## src/rtl/io_bus_ctrl.sv

```systemverilog
// CPU byte-bus splitter between the 128 KB RAM and the I/O window at 0x3xxxx.
// Owns the UART RX/TX FIFOs, the free-running cycle counter and the stop flag.
module io_bus_ctrl #(
    parameter int RX_DEPTH = 16,
    parameter int TX_DEPTH = 16
) (
    input  logic        clk_in,
    input  logic        rst_in,
    input  logic [31:0] cpu_a_in,
    input  logic        cpu_wr_in,
    input  logic [7:0]  cpu_dout_in,
    output logic [7:0]  cpu_din_out,
    output logic        rdy_out,
    output logic [16:0] ram_a_out,
    output logic        ram_wr_out,
    output logic [7:0]  ram_dout_out,
    input  logic [7:0]  ram_din_in,
    input  logic        rx_valid_in,
    input  logic [7:0]  rx_data_in,
    output logic        rx_ready_out,
    output logic        tx_valid_out,
    output logic [7:0]  tx_data_out,
    input  logic        tx_ready_in,
    output logic        prog_done_out
);
    localparam int RXW = $clog2(RX_DEPTH);
    localparam int TXW = $clog2(TX_DEPTH);
    localparam logic [RXW:0]   RX_FULL = (RXW + 1)'(RX_DEPTH);
    localparam logic [TXW:0]   TX_FULL = (TXW + 1)'(TX_DEPTH);
    localparam logic [RXW-1:0] RX_STEP = RXW'(1);
    localparam logic [TXW-1:0] TX_STEP = TXW'(1);

    logic [7:0]     rxMem_r [RX_DEPTH];
    logic [RXW-1:0] rxWr_r;
    logic [RXW-1:0] rxRd_r;
    logic [RXW:0]   rxCnt_r;
    logic [7:0]     txMem_r [TX_DEPTH];
    logic [TXW-1:0] txWr_r;
    logic [TXW-1:0] txRd_r;
    logic [TXW:0]   txCnt_r;
    logic [31:0]    cycleCnt_r;
    logic [31:0]    snap_r;
    logic           rdIo_r;
    logic [7:0]     rdByte_r;
    logic           done_r;

    logic           isIo_s;
    logic [15:0]    ioOff_s;
    logic           txFull_s;
    logic           txPushNeed_s;
    logic           txPush_s;
    logic [7:0]     txPushData_s;
    logic           txPop_s;
    logic           rxPush_s;
    logic           rxPop_s;
    logic           rdAcc_s;
    logic           rdy_s;
    logic [7:0]     rxHead_s;
    logic [7:0]     ioByte_s;
    logic           unusedAddr_s;

    assign isIo_s       = (cpu_a_in[17:16] == 2'b11);
    assign ioOff_s      = cpu_a_in[15:0];
    assign unusedAddr_s = ^cpu_a_in[31:18];

    assign ram_a_out    = cpu_a_in[16:0];
    assign ram_dout_out = cpu_dout_in;
    assign ram_wr_out   = cpu_wr_in & ~isIo_s;

    // Full is taken from the registered count so a same-cycle pop never releases a stall
    assign txFull_s     = (txCnt_r == TX_FULL);
    assign txPushNeed_s = isIo_s & cpu_wr_in &
                          (((ioOff_s == 16'h0000) & (cpu_dout_in != 8'h00)) |
                           (ioOff_s == 16'h0004));
    assign rdy_s        = ~(txPushNeed_s & txFull_s);
    assign txPush_s     = txPushNeed_s & ~txFull_s;
    assign txPushData_s = (ioOff_s == 16'h0000) ? cpu_dout_in : 8'h00;
    assign txPop_s      = (txCnt_r != {(TXW + 1){1'b0}}) & tx_ready_in;

    assign rdAcc_s      = rdy_s & ~cpu_wr_in;
    assign rxPush_s     = rx_valid_in & (rxCnt_r != RX_FULL);
    assign rxPop_s      = rdAcc_s & isIo_s & (ioOff_s == 16'h0000) &
                          (rxCnt_r != {(RXW + 1){1'b0}});

    assign rdy_out       = rdy_s;
    assign rx_ready_out  = (rxCnt_r != RX_FULL);
    assign tx_valid_out  = (txCnt_r != {(TXW + 1){1'b0}});
    assign tx_data_out   = txMem_r[txRd_r];
    assign prog_done_out = done_r;

    // RX head byte, zero when the FIFO is empty
    always_comb begin
        rxHead_s = 8'h00;
        if (rxCnt_r != {(RXW + 1){1'b0}}) begin
            rxHead_s = rxMem_r[rxRd_r];
        end else begin
            rxHead_s = 8'h00;
        end
    end

    // IO read byte selection
    always_comb begin
        ioByte_s = 8'h00;
        case (ioOff_s)
            16'h0000: ioByte_s = rxHead_s;
            16'h0004: ioByte_s = cycleCnt_r[7:0];
            16'h0005: ioByte_s = snap_r[15:8];
            16'h0006: ioByte_s = snap_r[23:16];
            16'h0007: ioByte_s = snap_r[31:24];
            default:  ioByte_s = 8'h00;
        endcase
    end

    // Read return mux: RAM data arrives with one cycle of latency, IO byte was registered
    always_comb begin
        cpu_din_out = 8'h00;
        if (rdIo_r) begin
            cpu_din_out = rdByte_r;
        end else begin
            cpu_din_out = ram_din_in;
        end
    end

    // Read source/byte capture; reset selects the IO path so the bus reads 0x00
    always_ff @(posedge clk_in or negedge rst_in) begin
        if (!rst_in) begin
            rdIo_r   <= 1'b1;
            rdByte_r <= 8'h00;
        end else if (rdAcc_s) begin
            rdIo_r   <= isIo_s;
            rdByte_r <= ioByte_s;
        end
    end

    // Free-running cycle counter and read-triggered snapshot
    always_ff @(posedge clk_in or negedge rst_in) begin
        if (!rst_in) begin
            cycleCnt_r <= 32'h0000_0000;
            snap_r     <= 32'h0000_0000;
        end else begin
            cycleCnt_r <= cycleCnt_r + 32'd1;
            if (rdAcc_s && isIo_s && (ioOff_s == 16'h0004)) begin
                snap_r <= cycleCnt_r;
            end
        end
    end

    // Sticky program-stop flag
    always_ff @(posedge clk_in or negedge rst_in) begin
        if (!rst_in) begin
            done_r <= 1'b0;
        end else if (rdy_s && isIo_s && cpu_wr_in && (ioOff_s == 16'h0004)) begin
            done_r <= 1'b1;
        end
    end

    // RX FIFO pointers and occupancy
    always_ff @(posedge clk_in or negedge rst_in) begin
        if (!rst_in) begin
            rxWr_r  <= {RXW{1'b0}};
            rxRd_r  <= {RXW{1'b0}};
            rxCnt_r <= {(RXW + 1){1'b0}};
        end else begin
            if (rxPush_s) begin
                rxWr_r <= rxWr_r + RX_STEP;
            end
            if (rxPop_s) begin
                rxRd_r <= rxRd_r + RX_STEP;
            end
            rxCnt_r <= rxCnt_r + {{RXW{1'b0}}, rxPush_s} - {{RXW{1'b0}}, rxPop_s};
        end
    end

    // TX FIFO pointers and occupancy
    always_ff @(posedge clk_in or negedge rst_in) begin
        if (!rst_in) begin
            txWr_r  <= {TXW{1'b0}};
            txRd_r  <= {TXW{1'b0}};
            txCnt_r <= {(TXW + 1){1'b0}};
        end else begin
            if (txPush_s) begin
                txWr_r <= txWr_r + TX_STEP;
            end
            if (txPop_s) begin
                txRd_r <= txRd_r + TX_STEP;
            end
            txCnt_r <= txCnt_r + {{TXW{1'b0}}, txPush_s} - {{TXW{1'b0}}, txPop_s};
        end
    end

    // FIFO storage; contents are qualified by the counts so no reset is needed
    always_ff @(posedge clk_in) begin
        if (rxPush_s) begin
            rxMem_r[rxWr_r] <= rx_data_in;
        end
        if (txPush_s) begin
            txMem_r[txWr_r] <= txPushData_s;
        end
    end

endmodule

```

## config.mk

```make
export PLATFORM = sky130hd
export DESIGN_NAME = io_bus_ctrl
export DESIGN_NICKNAME = d
export VERILOG_FILES = /design/src/rtl/io_bus_ctrl.sv
export SDC_FILE = /design/constraint.sdc
export NUM_CORES = 1
export LEC_CHECK = 0
export BUFFER_PORTS_ARGS = -buffer_cell sky130_fd_sc_hd__buf_2
export CORE_MARGIN = 8
export CORE_UTILIZATION = 54
export CTS_CLUSTER_DIAMETER = 60
export CTS_CLUSTER_SIZE = 12
export DETAILED_ROUTE_END_ITERATION = 10
export GPL_TIMING_DRIVEN = 0
export PLACE_DENSITY = 0.74
export SLEW_MARGIN = 10
export SYNTH_ARGS = -nofsm -noshare
export SYNTH_HDL_FRONTEND = slang
export SYNTH_SLANG_ARGS = --single-unit
export TNS_END_PERCENT = 5
```

## constraint.sdc

```tcl
create_clock -name clk_in -period 2.8 [get_ports clk_in]
set_clock_uncertainty 0.15 [all_clocks]
set_input_delay 0 -clock clk_in [delete_from_list [all_inputs] [get_ports clk_in]]
set_output_delay 0 -clock clk_in [all_outputs]
set_load 0.005 [all_outputs]
```

==> reports/results.ini <==
[drt]
viasPerCell=5.82
drc=0
detail_route.wl_per_cell_um=22.5
vias=8307
drt_iter0_markers=492
wl_mm=32.2
antenna_left=0
drt-pass1-iter-count=4

[worst_hold_path]
whs_path_depth=2
worstHoldStart=cpu_a_in[0]
worstHoldPathType=input port to primary output
hold_path_end=ram_a_out[0]

[worst_setup_path]
path_max_fanout=2
r2r_end=rxCnt_r[2]
arrival_ns=3.12
worstPathRequired_ns=3.04
end_kind=register
worstSetupPathType=register to register
r2r_cells=13
start_kind=register
rr_startpoint=rxCnt_r[2]
rrSetupSlack_ns=-0.08

[synthesis]
synth_flop_cell=edfxtp_1
synthAdderAreaFrac_pct=2.22
syn-cell-area_um2=14800
yosysUniqueCellTypes=51
synth.most_common_cell=edfxtp_1
yosysWarnings=0
async_flop_share_pct=26.4
avgSynthCellArea_um2=16.7
netlist.area_leader.share_pct=52.0
synthSimpleGateAreaFrac_pct=6.95
ys_ff_latch=348
synth-compound-area-share_pct=2.73
synth_top_family_by_area=multiplexers
synth_top_area_cell=edfxtp_1
synthCells=887
yosysSeqAreaShare_pct=67.5
synthTopCellsByArea=edfxtp_1 (52%), dfrtp_1 (15%), mux4_2 (7.6%)
synth.top_cells.by_count=edfxtp_1 (256), dfrtp_1 (91), mux2i_1 (61), mux4_2 (50), a22oi_1 (37)
synth_xor_area_share_pct=2.96
synth-edff-count=256
synthMuxAreaShare_pct=14.4
synth_nets=973

[grt]
grt_pass1_wl_mm=49.6
grt_max_degree=48
grt.busiest_layer=met2
met1_usage_pct=24.2
grt_pass1_vias=8539
met3_usage_pct=3.93
grt_use_met2_pct=33.0
grt.overflow.total=0
antenna_found_initial=0
grt_usage_pct=19.5

[sta]
fin_ws_ns=-0.0774
min_period_over_period_pct=103
fin_setup_tns_ns=-0.180
max_slew_margin_pct=40.2
finalSetupViolations=3
finalWorstPathRequiredPeriod_ns=2.88
hold_ws_ns=0.0186
fmax_ghz=0.348
hold_viol=0
rsz0062_at_grt=yes
drv_slew=0
tightest_slew_ns=0.890

[floorplan]
die_area_um2=32900
io_pins=107
num_rows=60
core_um2=27000
die_w_um=182
start_util_pct=54.9
die_h_um=182

[layout]
drive_gt1_share_pct=30.6
postLayoutCellArea_um2=17300
diodes=0
finish.utilization_pct=64.2
final_nets=1145
area.growth.synth_to_final_pct=16.9

[clock_network]
cts_tree=yes
clk_latency_ns=0.52
ctsLongestPathBuffers=3
cts.sinks=348
cts_htree_levels=2
cts_made_buffers=35
clk_pin_slew_worst_paths_ns=0.06
root_buffer=clkbuf_16

[power_and_ir_drop]
ir_worst_vdd_mv=0.482
power.leakage_nw=6.47
powerDensity_nw_per_um2=738

[placement]
dp_hpwl_mm=21.8
io_buffers=89
placedInstanceArea_um2=15800
pre_cts_ws_ns=-0.511
globalplace.congestion=0.830

[status]
status=finished with violations
violations=setup timing

[run]
cap_violations=0

where the power goes:
group | internal [mW] | switching [mW] | total (mW)
combinational | 1.20 | 1.26 | 2.47
clock | 2.45 | 1.85 | 4.29
sequential | 5.86 | 0.140 | 6.00
total | 9.51 | 3.25 | 12.8
layer usage:
metal	up-vias	routed length (µm)
met5	-	0
met4	0	1180
met3	64	1740
met2	252	16300
met1	4265	12900
li1	3726	-
cell type report:
type	instances	area [µm²]
sequential	348	9990
tap	341	427
inverter	32	120
clock buffer	57	958
clock inverter	7	70.1
fill	1887	9660
buffer	57	365
timing repair buffer	137	908
multi-input combinational	448	4460
placed cells by master, fill, tap and decap left out, types with 4 or more instances in the layout:
cell type and n:
nor3_1 5, nand3_1 21, clkbuf_2 4, clkbuf_16 35, o211ai_1 7, dlygate4sd3_1 24, a22oi_1 37, ha_1 19
nand2_1 29, inv_2 10, buf_2 97, xor2_1 14, mux2i_1 61, xnor2_1 36, and3_1 17, dfrtp_1 91
and2_1 19, inv_1 22, clkbuf_1 31, edfxtp_1 256, mux2_2 34, mux4_2 50, nand4_1 14, buf_4 53
nor4_2 5, nor3_4 6, nor2_1 24
registers in the layout, summed over array words and instances, names as in the netlist, 5 cells and up:
register	flops
txCnt_r	5
cycleCnt_r	32
txMem_r	128
rxMem_r	128
snap_r	24
rdByte_r	8
rxCnt_r	5
logic make-up (layout without fill, tap and decap cells):
family          count (synthesis)  in the layout
compound gates                 56             56
xor+xnor                       50             50
fa+ha+maj                      25             25
buf+inv                        91            290
flops                         348            348
mux                           146            146
simple gates                  171            171
through the flow:
step           std cells  power [mW]
3_3_place_gp        1317        8.26
3_5_place_dp        1321        8.35
4_1_cts             1419        12.8
2_1_floorplan        887        7.62
6_report            1427        12.8
5_1_grt             1427        13.3
repair_timing:
item                                   4_1_cts  5_1_grt
setup endpoints to repair                   80       55
resized for setup                           21       16
buffers inserted                            11        8
pin swaps                                    6        8
endpoints found under the hold margin      243        0
hold buffers                                25        0
cloned                                       0        0
worst max path at each step:
stage | from | slack, ns | endpoint | cells after the start
final | rxCnt_r[2] | -0.08 | rxCnt_r[2] | 13
after global placement | rxCnt_r[2] | -0.58 | rxMem_r[0][1] | 7
after detailed placement | cpu_a_in[13] | -0.51 | txCnt_r[4] | 16
after floorplan | rxCnt_r[3] | -0.02 | rxCnt_r[4] | 15
after global routing | rxCnt_r[2] | -0.21 | rxCnt_r[4] | 15
after CTS | txCnt_r[2] | -0.05 | txCnt_r[4] | 17
worst max-delay path: stages, from the launching register on:
cell	delay (ns)
dfrtp_1	0.38
inv_2	0.08
ha_4	0.13
or4b_4	0.50
nand4_1	0.17
nor3_4	0.07
ha_1	0.28
inv_1	0.06
ha_2	0.17
inv_2	0.04
fa_2	0.35
buf_4	0.15
buf_4	0.12
xnor2_1	0.11
(Power assumes the default switching activity.)
